### src/rtl/instr_fetch_ctrl_if.sv
// Fetch controller bus: instruction-memory port, redirect input and decode-side handshake.
// Latency: none; this is wiring only.
// Backpressure: decode stalls the controller by holding out_ready low while out_valid is high.
interface instr_fetch_ctrl_if;
    logic        fetch_en;
    logic [63:0] imem_addr;
    logic [31:0] imem_data;
    logic        redirect_valid;
    logic [63:0] redirect_pc;
    logic        out_valid;
    logic [31:0] out_instr;
    logic [63:0] out_pc;
    logic        out_ready;
    logic        halted;

    // Controller side
    modport master (
        input  fetch_en,
        output imem_addr,
        input  imem_data,
        input  redirect_valid,
        input  redirect_pc,
        output out_valid,
        output out_instr,
        output out_pc,
        input  out_ready,
        output halted
    );

    // Environment side: memory, branch unit and decode
    modport slave (
        output fetch_en,
        input  imem_addr,
        output imem_data,
        output redirect_valid,
        output redirect_pc,
        input  out_valid,
        input  out_instr,
        input  out_pc,
        output out_ready,
        input  halted
    );
endinterface

### src/rtl/instr_fetch_ctrl.sv
// Instruction fetch sequencer with a small prefetch FIFO, redirect flush and halt on the all-zero word.
// Latency: a word fetched at edge N is at the head after edge N when the buffer was empty.
// Backpressure: fetching stalls while the buffer is full and the head is not being popped.
module instr_fetch_ctrl #(
    parameter logic [63:0] RESET_PC = 64'h0,
    parameter int          DEPTH    = 2
) (
    input  logic             clk,
    input  logic             rst_n,
    instr_fetch_ctrl_if.master bus
);
    localparam int PW = (DEPTH > 1) ? $clog2(DEPTH) : 1;
    localparam int CW = $clog2(DEPTH + 1);

    typedef enum logic [1:0] {
        ST_IDLE  = 2'd0,
        ST_FETCH = 2'd1,
        ST_HALT  = 2'd2
    } state_t;

    state_t          state_q;
    logic            halted_q;
    logic [63:0]     fetch_pc_q;
    logic [PW-1:0]   head_q, tail_q;
    logic [CW-1:0]   count_q, count_d;
    logic            out_valid_q;
    logic [31:0]     out_instr_q;
    logic [63:0]     out_pc_q;

    // Storage is deliberately left unreset; only count decides what is live.
    logic [31:0]     instr_mem [DEPTH];
    logic [63:0]     pc_mem    [DEPTH];

    logic            pop, space, fetch_ok, is_eop, push, eop;
    logic [CW-1:0]   remain;
    logic [PW-1:0]   head_nxt;

    // Handshake and fetch qualification for this cycle
    always_comb begin
        pop      = out_valid_q & bus.out_ready;
        space    = (count_q < CW'(DEPTH)) | pop;
        fetch_ok = (state_q == ST_FETCH) & bus.fetch_en & ~bus.redirect_valid & space;
        is_eop   = (bus.imem_data == 32'h0);
        push     = fetch_ok & ~is_eop;
        eop      = fetch_ok & is_eop;
        remain   = count_q - CW'(pop);
        head_nxt = head_q + PW'(pop);
        count_d  = remain + CW'(push);
    end

    // Control FSM; halted is a registered output of the state
    always_ff @(posedge clk or negedge rst_n) begin
        if (!rst_n) begin
            state_q  <= ST_IDLE;
            halted_q <= 1'b0;
        end else if (bus.redirect_valid) begin
            state_q  <= ST_FETCH;
            halted_q <= 1'b0;
        end else begin
            case (state_q)
                ST_IDLE: begin
                    if (bus.fetch_en) state_q <= ST_FETCH;
                end
                ST_FETCH: begin
                    if (eop) begin
                        state_q  <= ST_HALT;
                        halted_q <= 1'b1;
                    end
                end
                ST_HALT: begin
                    state_q <= ST_HALT;
                end
                default: begin
                    state_q  <= ST_IDLE;
                    halted_q <= 1'b0;
                end
            endcase
        end
    end

    // Prefetch buffer write port
    always_ff @(posedge clk) begin
        if (push) begin
            instr_mem[tail_q] <= bus.imem_data;
            pc_mem[tail_q]    <= fetch_pc_q;
        end
    end

    // Fetch PC, pointers and registered head; redirect flushes everything after any same-cycle pop
    always_ff @(posedge clk or negedge rst_n) begin
        if (!rst_n) begin
            fetch_pc_q  <= RESET_PC;
            head_q      <= '0;
            tail_q      <= '0;
            count_q     <= '0;
            out_valid_q <= 1'b0;
            out_instr_q <= 32'h0;
            out_pc_q    <= 64'h0;
        end else if (bus.redirect_valid) begin
            fetch_pc_q  <= {bus.redirect_pc[63:2], 2'b00};
            head_q      <= '0;
            tail_q      <= '0;
            count_q     <= '0;
            out_valid_q <= 1'b0;
        end else begin
            if (push) begin
                tail_q     <= tail_q + PW'(1);
                fetch_pc_q <= fetch_pc_q + 64'd4;
            end
            head_q      <= head_nxt;
            count_q     <= count_d;
            out_valid_q <= (count_d != '0);
            // Next head comes from storage if something survives the pop, else straight from memory
            if (remain != '0) begin
                out_instr_q <= instr_mem[head_nxt];
                out_pc_q    <= pc_mem[head_nxt];
            end else if (push) begin
                out_instr_q <= bus.imem_data;
                out_pc_q    <= fetch_pc_q;
            end
        end
    end

    assign bus.imem_addr = fetch_pc_q;
    assign bus.out_valid = out_valid_q;
    assign bus.out_instr = out_instr_q;
    assign bus.out_pc    = out_pc_q;
    assign bus.halted    = halted_q;

endmodule

### src/flat_wrapper.sv
// flat-port wrapper written by rule: the top's interface ports become plain ports
module instr_fetch_ctrl_flat 
#(
    parameter logic [63:0] RESET_PC = 64'h0,
    parameter int          DEPTH    = 2
)
  (clk, rst_n, bus_fetch_en, bus_imem_addr, bus_imem_data, bus_redirect_valid, bus_redirect_pc, bus_out_valid, bus_out_instr, bus_out_pc, bus_out_ready, bus_halted);
  instr_fetch_ctrl_if bus_i ();
  input  logic clk;
  input  logic rst_n;
  input wire logic [$bits(bus_i.fetch_en)-1:0] bus_fetch_en;
  output wire logic [$bits(bus_i.imem_addr)-1:0] bus_imem_addr;
  input wire logic [$bits(bus_i.imem_data)-1:0] bus_imem_data;
  input wire logic [$bits(bus_i.redirect_valid)-1:0] bus_redirect_valid;
  input wire logic [$bits(bus_i.redirect_pc)-1:0] bus_redirect_pc;
  output wire logic [$bits(bus_i.out_valid)-1:0] bus_out_valid;
  output wire logic [$bits(bus_i.out_instr)-1:0] bus_out_instr;
  output wire logic [$bits(bus_i.out_pc)-1:0] bus_out_pc;
  input wire logic [$bits(bus_i.out_ready)-1:0] bus_out_ready;
  output wire logic [$bits(bus_i.halted)-1:0] bus_halted;
  assign bus_i.fetch_en = bus_fetch_en;
  assign bus_imem_addr = bus_i.imem_addr;
  assign bus_i.imem_data = bus_imem_data;
  assign bus_i.redirect_valid = bus_redirect_valid;
  assign bus_i.redirect_pc = bus_redirect_pc;
  assign bus_out_valid = bus_i.out_valid;
  assign bus_out_instr = bus_i.out_instr;
  assign bus_out_pc = bus_i.out_pc;
  assign bus_i.out_ready = bus_out_ready;
  assign bus_halted = bus_i.halted;
  instr_fetch_ctrl #(.RESET_PC(RESET_PC), .DEPTH(DEPTH)) u_core (.clk(clk), .rst_n(rst_n), .bus(bus_i));
endmodule
### config.mk
export PLATFORM = sky130hd
export DESIGN_NAME = instr_fetch_ctrl_flat
export DESIGN_NICKNAME = d
export VERILOG_FILES = /design/src/rtl/instr_fetch_ctrl_if.sv /design/src/rtl/instr_fetch_ctrl.sv /design/src/flat_wrapper.sv
export SDC_FILE = /design/constraint.sdc
export NUM_CORES = 1
export LEC_CHECK = 0
export CORE_ASPECT_RATIO = 0.5
export CORE_MARGIN = 4
export CORE_UTILIZATION = 48
export CTS_BUF_LIST = sky130_fd_sc_hd__clkbuf_2 sky130_fd_sc_hd__clkbuf_4 sky130_fd_sc_hd__clkbuf_8
export CTS_CLUSTER_SIZE = 24
export DETAILED_ROUTE_END_ITERATION = 7
export PLACE_DENSITY = 0.73
export REMOVE_ABC_BUFFERS = 1
export SLEW_MARGIN = 20
export SYNTH_ARGS = -nofsm -noshare
export SYNTH_HDL_FRONTEND = slang
export SYNTH_SLANG_ARGS = --single-unit
### constraint.sdc
create_clock -name clk -period 15.29 [get_ports clk]
set_input_delay 3.8225 -clock clk [delete_from_list [all_inputs] [get_ports clk]]
set_output_delay 3.8225 -clock clk [all_outputs]
set_load 0.02 [all_outputs]
==> results.txt, run 1 <==
Once the floorplan was initialized, standard cells occupied 48.8% of the core. In the synthesized netlist the dominant register cell turns out to be sky130_fd_sc_hd__edfxtp_1. The commonest cells after synthesis are 188 x sky130_fd_sc_hd__edfxtp_1, 175 x sky130_fd_sc_hd__nand2_1, 164 x sky130_fd_sc_hd__dfrtp_1, 147 x sky130_fd_sc_hd__o21ai_0, 95 x sky130_fd_sc_hd__mux2i_1.

The number of instances in the synthesized netlist came out at between 1000 and 1500. The analysis attributes to cell leakage a power of 7.62 nW. The share of total power in combinational logic came out at between 30% and 40%.

The vertical extent of the die is roughly 130 um. The share of total power dissipated in the clock network is between 20% and 30%. The number of placement rows is between 40 and 50.

The mux share of post-synthesis cell area came out at 13.4%. The count of hold-fix buffers inserted at cts came out at 0. For this run, the top clock speed supported by timing is around 140 MHz.

Summed over all layers, the global routing overflow is 0. The number of distinct library cell variants in the gate-level netlist after synthesis is 48. Yosys mapped a number of flops with a built-in enable equal to 188. The relative slew slack is 33.3%.

The clock transition at the registers of the reported paths came out at about 60 ps. The internal power of the cells totals 2.22 mW. The total iterations of the first detailed-routing run is 5. The sequential-to-total area share from yosys stat is between 60% and 70%. The max-cap check violation count came out at 0. The number of ports placed on the die boundary came out at ~260.

The worst setup skew after layout came out at 21.8 ps. The worst hold path belongs to the class flip-flop to flip-flop. The switching part of the total power is a little over a third. The source-to-sink clock delay at the later pin of the worst-skew pair came out at about 600 ps.

Setup repair after global routing left no endpoint under its margin. The final critical path takes up a little under half of the cycle. For this run, design rule violations remaining after detail routing come to 0.

The detailed router finished its first iteration with between 900 and 1000 violations. The minimum clock period is 7110 ps. Of the post-synthesis cell area, the dominant cell type holds ~36%. The largest fanout on the critical path came out at a little over 60. The critical path data required time came out at approximately 16000 ps. The die footprint is 35400 um^2.

The final count of pins violating max slew is 0. The total wirelength of the detailed-routed design is slightly below 40000 um. The classification of the worst setup path is input pin to flip-flop.

The global routing usage summed across all routing layers is about 22%. The clock tree root buffer cell is sky130_fd_sc_hd__clkbuf_8. The count of nets left with antenna violations after detail routing came out at 0. For this design the ratio of total power to cell area is approximately 180 nW/um^2. The number of nets in the layout came out at 1587. The antenna diode instance count is 0. By area, the combinational part of the netlist is dominated by multiplexers. The total standard cell area after synthesis is 15500 um^2. The synthesis-stage register bit count came out at roughly 350.

Routability-driven placement finished with a final weighted congestion of ~0.84. The final number of hold-violating endpoints was 0. The area fraction in compound gates after synthesis came out at ~5.6%.

The total half-perimeter wirelength after legalization and detailed placement is about 25000 um. By area the synthesized netlist is led by sky130_fd_sc_hd__edfxtp_1 36%, sky130_fd_sc_hd__dfrtp_1 27%, sky130_fd_sc_hd__mux2i_1 6.1%. The share of flip-flops with an asynchronous set or reset came out at approximately 47%. The TritonCTS buffer count is 51. The area of the core region came out at 31700 um^2. The switching power is between 1 and 1.5 mW. The clock tree buffer depth came out at 3.

Of the total synthesized cell area, the portion taken by XOR and XNOR cells is ~3.4%. The worst setup path is captured at a flip-flop. In the post-synthesis netlist, the cell with the most instances is sky130_fd_sc_hd__edfxtp_1. The pin count of the biggest net entering global routing is 97. STA classifies the critical path startpoint as an input pin. Summing the areas of all and, or, nand and nor instances in the mapped netlist gives roughly 11% of the synthesized area. The deepest level of the CTS H-tree is 2.

VDD sags by at most 0.000137 V. Overall power consumption after layout is estimated at between 3 and 4 mW. The detailed-route wire length per cell came out at around 20 um. For the worst setup path, the data arrival time is ~7400 ps. The routed via count divided by cell count came out at ~5.5. In this run the tool buffered the top-level ports with between 200 and 300 buffer cells. The CTS tree is yes. The relative contribution of sequential cells to total power is between 30% and 40%. Yosys printed 0 warnings. The routed via count came out at 10800. The setup TNS after final layout is 0 ps.

The number of buffers inserted to repair setup after CTS came out at 0. The number of global-route vias before repair came to 11000. The final standard cell utilization of the core came out at between 60% and 70%.

The adder and majority gate portion of the synthesized area came out at less than 1%. The first global-routing pass estimated approximately 62000 um of wire. Once the clock tree was built, the resizer swapped 0 gates to a different size. Of the cells placed in the final design, the portion with a size suffix greater than 1 is about a tenth. At the pin with the least slew margin, the transition time is approximately 1000 ps. The number of setup violations in the final report is 0. The number of antenna violations at the first check in global routing is 0.

The biggest area contributor in the post-synthesis netlist is sky130_fd_sc_hd__edfxtp_1. The run finished with clean final reports. Relative to the synthesized area, the layout overhead comes to 25.6%.

The horizontal extent of the die came out at roughly 260 um. The post-synthesis average cell area is around 13 um^2. The clock drives ~350 sinks.
[cell type report]
type	count	area (um^2)
sequential	352	9750
multi-input combinational	793	5360
inverter	13	48.8
tap	432	541
clock inverter	24	166
fill	2424	12300
clock buffer	72	916
timing repair buffer	269	2660
[power by group through the flow]
stage / sequential (mW) / clock (mW) / combinational, mW
CTS: 1.35 / 0.811 / 1.33
detailed placement: 1.37 / 0 / 1.33
floorplan: 1.51 / 0 / 0.720
finish: 1.35 / 0.793 / 1.31
global route: 1.37 / 0.856 / 1.43
global placement: 1.36 / 0 / 1.29
[worst max-delay path, cell delays in order]
cell,delay [ps]
sky130_fd_sc_hd__clkdlybuf4s50_1,490
sky130_fd_sc_hd__nor4_1,470
sky130_fd_sc_hd__nand2_1,180
sky130_fd_sc_hd__nor4_4,270
sky130_fd_sc_hd__buf_4,610
sky130_fd_sc_hd__nand2b_1,420
sky130_fd_sc_hd__nor2_1,130
sky130_fd_sc_hd__and2_4,410
sky130_fd_sc_hd__buf_4,450
[path summary, 6_finish.rpt]
check / slack (ps) / endpoint / from / cells past startpoint
max: 8180 / u_core.instr_mem[1][31] / bus_imem_data[5] / 9
min: 480 / u_core.bus.out_pc[59] / u_core.bus.out_pc[59] / 1
max reg2reg: 11500 / u_core.bus.out_instr[3] / u_core.bus.out_valid / 7
min reg2reg: 480 / u_core.bus.out_pc[59] / u_core.bus.out_pc[59] / 1
max in group asynchronous: 10690 / u_core.bus.imem_addr[62] / rst_n / 2
min in group asynchronous: 3340 / u_core.bus.out_instr[14] / rst_n / 1
[stage by stage]
step,hold slack (ps),cell area [um^2],instances,setup WS [ps]
2_1_floorplan,475,15100,1158,1070
3_3_place_gp,469,18400,1859,7650
3_5_place_dp,474,18400,1859,7580
4_1_cts,489,19400,1955,8190
5_1_grt,505,19400,1955,7990
6_report,484,19400,1955,8180
[registers in the layout, summed over array words and instances, names as in the netlist]
register and flops:
u_core.bus.halted 1, u_core.bus.imem_addr 62, u_core.bus.out_instr 32, u_core.bus.out_pc 62, u_core.bus.out_valid 1, u_core.count_q 2, u_core.head_q 1, u_core.instr_mem 64
u_core.pc_mem 124, u_core.state_q 2, u_core.tail_q 1
[cell usage in the layout, fill, tap and decap left out, types with 3 or more instances in the layout]
master	instances
sky130_fd_sc_hd__and3_1	12
sky130_fd_sc_hd__buf_4	13
sky130_fd_sc_hd__clkbuf_4	12
sky130_fd_sc_hd__clkbuf_8	60
sky130_fd_sc_hd__clkdlybuf4s50_1	254
sky130_fd_sc_hd__clkinv_1	8
sky130_fd_sc_hd__clkinv_2	12
sky130_fd_sc_hd__conb_1	4
sky130_fd_sc_hd__dfrtp_1	164
sky130_fd_sc_hd__edfxtp_1	188
sky130_fd_sc_hd__ha_1	6
sky130_fd_sc_hd__inv_1	13
sky130_fd_sc_hd__mux2_1	60
sky130_fd_sc_hd__mux2_2	40
sky130_fd_sc_hd__mux2i_1	95
sky130_fd_sc_hd__nand2_1	175
sky130_fd_sc_hd__nand2b_1	3
sky130_fd_sc_hd__nand3_1	32
sky130_fd_sc_hd__nand4_1	21
sky130_fd_sc_hd__nor2_1	23
sky130_fd_sc_hd__nor3_1	18
sky130_fd_sc_hd__nor3b_1	3
sky130_fd_sc_hd__nor4_1	54
sky130_fd_sc_hd__nor4b_1	5
sky130_fd_sc_hd__o21ai_0	147
sky130_fd_sc_hd__o31a_1	3
sky130_fd_sc_hd__or3_1	6
sky130_fd_sc_hd__xnor2_1	50
sky130_fd_sc_hd__xor2_1	9
[metal layers]
| metal | routed length (um) | vias to the layer above | GRT usage, % | part of all wire [%] |
|---|---|---|---|---|
| li1 | - | 5003 | - | - |
| met1 | 16100 | 5348 | 29.3 | 41 |
| met2 | 19900 | 377 | 38.0 | 50 |
| met3 | 2520 | 72 | 3.93 | 6.4 |
| met4 | 996 | 0 | 6.51 | 2.5 |
| met5 | 0 | - | 0 | 0 |
[logic make-up after synthesis]
| family | Yosys count |
|---|---|
| AND/OR/NAND/NOR | 365 |
| adder cells (fa/ha/maj) | 6 |
| AO/OA/AOI/OAI | 163 |
| flip-flops | 352 |
| XOR/XNOR | 60 |
| multiplexers | 195 |
| buffers and inverters | 89 |
| other | 1 |
No activity file was read; power rests on OpenSTA's default activity.
==> run 2, diff against run 1 <==
Clock period 15.29 ns to 6.65 ns, I/O delays scaled along.
==> results.txt, run 2 (synthesized netlist as in run 1, its figures left out) <==
The number of DRC violations after detailed-routing iteration 0 is 744 (-23%). The register with the most flip-flops in the final layout is u_core.pc_mem. The weighted congestion at the end of routability-driven global placement is 0.838 (+0.19%). The number of placed instances, taps included came out at 1860 (+0.054%). The total iterations of the first detailed-routing run is 4 (-1).

The vertical extent of the die came out at 135 um (unchanged). The clock tree buffer depth is 3 (unchanged). The routed via count came to 10700 (-0.96%). The slew at the pin with the worst max-slew slack came out at 976 ps (-24.1 ps). The final count of pins violating max slew came out at 0 (unchanged).

The critical path data required time came out at 6920 ps (-8610 ps). The starting density of the core came out at 48.8% (unchanged). The routed via count divided by cell count is 5.47 (-1.1%).

The count of nets left with antenna violations after detail routing came out at 0 (unchanged). The highest achievable clock rate came out at roughly 220 MHz. The worst setup path is of the input pin to flip-flop kind.

The wire length of the first global-routing pass came to 60800 um (-1.9%). The final standard cell area without fillers is 19400 um^2 (-0.47%). The number of gates resized after CTS is 0 (unchanged).

The pin count of the biggest net entering global routing is 189 (+95%). The number of global-route vias before repair is 10700 (-2.5%). The total wirelength of the detailed-routed design is 38900 um (-1.6%). The run finished with clean final reports.

The number of setup violations in the final report was 0 (unchanged). The relative slew slack came out at 34.9% (+1.6 points). The horizontal extent of the die is 262 um (unchanged).

The worst setup skew after layout is 35.5 ps (+13.7 ps). The DRC violation count after routing is 0 (unchanged). The cell area after placement came to 18400 um^2 (+0.11%). The count of hold-fix buffers inserted at cts came to 0 (unchanged).

The static leakage power is 7.57 nW (-0.67%). The max-cap check violation count is 0 (unchanged). The library cell used most frequently in the layout, excluding fill and tap cells, is sky130_fd_sc_hd__clkdlybuf4s50_1.

The number of buffers inserted to repair setup after CTS came out at 0 (unchanged). Setup repair after global routing left no endpoint under its margin. The share of the clock period used by the worst path is 67.8%. The area of the core region is 31700 um^2 (unchanged). The share of final-layout standard cells stronger than drive strength 1 came out at 9.58% (-0.53 points). The number of nets in the layout came out at 1589 (+0.13%).

The type of element capturing the critical path is a flip-flop. The power density over cell area came to 403 nW/um^2 (+130%). In the final layout, the registers with the most flip-flops are u_core.pc_mem (124), u_core.instr_mem (64). The clock tree root buffer cell is sky130_fd_sc_hd__clkbuf_8. The tightest min-delay check is of the flip-flop to flip-flop type.

The number of ports placed on the die boundary came out at 263 (unchanged). The global-route congestion overflow total is 0 (unchanged). The global routing usage summed across all routing layers came out at 21.9% (-0.26 points). The final number of hold-violating endpoints is 0 (unchanged). The signed area change from the synthesized netlist to the final layout came out at 25.1%. The die footprint came to 35400 um^2 (unchanged). The detailed-route wire length per cell is 19.9 um (-1.7%).

The number of filler instances in the final layout came to 2465 (+1.7%). Leaving out fill and tap cells, the most frequent cells in the layout are 254 x sky130_fd_sc_hd__clkdlybuf4s50_1, 188 x sky130_fd_sc_hd__edfxtp_1, 175 x sky130_fd_sc_hd__nand2_1, 164 x sky130_fd_sc_hd__dfrtp_1, 147 x sky130_fd_sc_hd__o21ai_0. The number of placement rows came out at 46 (unchanged).

The number of clock sinks came to 352 (unchanged). The number of antenna violations at the first check in global routing is 0 (unchanged). The number of flip-flops under the largest register name came out at 124 (unchanged). The count of placed standard cells in the final layout, fillers left out came out at 1957 (+0.10%). The source-to-sink clock delay at the later pin of the worst-skew pair is 600 ps (about the same). The quantity of I/O buffers inserted on ports is 256 (unchanged). The largest fanout on the critical path came out at 61 (-1.6%).

The data arrival time of the critical path came to 4780 ps (-2570 ps). The total half-perimeter wirelength after legalization and detailed placement is 25300 um (-0.20%). The minimum clock period came out at approximately 4500 ps. The worst hold slack came to 485 ps (+1.50 ps). The clock transition at the registers of the reported paths was 60 ps (about the same). The CTS tree is yes. The deepest level of the CTS H-tree was 2 (unchanged).

The largest vdd supply drop is 0.000372 V (+170%). The TritonCTS buffer count is 52 (+2.0%). The worst setup path is launched from an input pin.
## run 2: layer usage
layer | part of all wire, % | track usage [%] | vias up | wire [um]
li1 | - | - | 4994 | -
met1 | 42 | 29.1 | 5247 | 16200
met2 | 49 | 36.3 | 358 | 19200
met3 | 5.5 | 3.97 | 97 | 2140
met4 | 3.5 | 8.42 | 0 | 1370
met5 | 0 | 0 | - | 0
## run 2: power by group
| group | internal, mW | switching [mW] | leakage, nW | total [mW] |
|---|---|---|---|---|
| Combinational | 1.35 | 1.68 | 3.34 | 3.03 |
| Sequential | 2.80 | 0.298 | 3.71 | 3.10 |
| Clock | 0.838 | 0.828 | 0.519 | 1.67 |
| Total | 4.98 | 2.81 | 7.57 | 7.79 |
## run 2: worst max-delay path, cell delays in order
cell                              delay (ps)
sky130_fd_sc_hd__clkdlybuf4s50_1         480
sky130_fd_sc_hd__nor4_1                  400
sky130_fd_sc_hd__nand2_1                 200
sky130_fd_sc_hd__nor4_4                  520
sky130_fd_sc_hd__nand2b_1                420
sky130_fd_sc_hd__nor2_1                  120
sky130_fd_sc_hd__and2_4                  450
sky130_fd_sc_hd__buf_4                   440
## run 2: final cells by class
type | instances | area [um^2] | area share (%)
antenna | 1 | 2.50 | 0.0129
clock buffer | 69 | 856 | 4.42
clock inverter | 27 | 116 | 0.601
inverter | 13 | 48.8 | 0.252
multi-input combinational | 793 | 5360 | 27.7
sequential | 352 | 9750 | 50.4
tap | 432 | 541 | 2.79
timing repair buffer | 270 | 2680 | 13.8
## run 2: through the flow
| step | power, mW | util (%) | setup slack, ps | TNS [ps] |
|---|---|---|---|---|
| 2_1_floorplan | 5.07 | - | -5410 | -764630 |
| 3_3_place_gp | 6.10 | 58.0 | 1610 | 0 |
| 3_5_place_dp | 6.20 | 58.0 | 1570 | 0 |
| 4_1_cts | 7.88 | 61.0 | 2190 | 0 |
| 5_1_grt | 8.25 | 61.0 | 2040 | 0 |
| 6_report | 7.79 | 61.0 | 2140 | 0 |
## run 2: worst paths after layout
kind,start,endpoint,cells after the start,slack [ps]
worst max register to register,u_core.state_q[1],u_core.instr_mem[1][13],7,3180
worst min-delay path,u_core.bus.out_pc[51],u_core.bus.out_pc[51],1,490
worst min register to register,u_core.bus.out_pc[51],u_core.bus.out_pc[51],1,490
min in group asynchronous,rst_n,u_core.bus.out_instr[9],1,1150
worst max-delay path,bus_imem_data[5],u_core.instr_mem[1][13],8,2140
max in group asynchronous,rst_n,u_core.bus.out_pc[52],2,4370
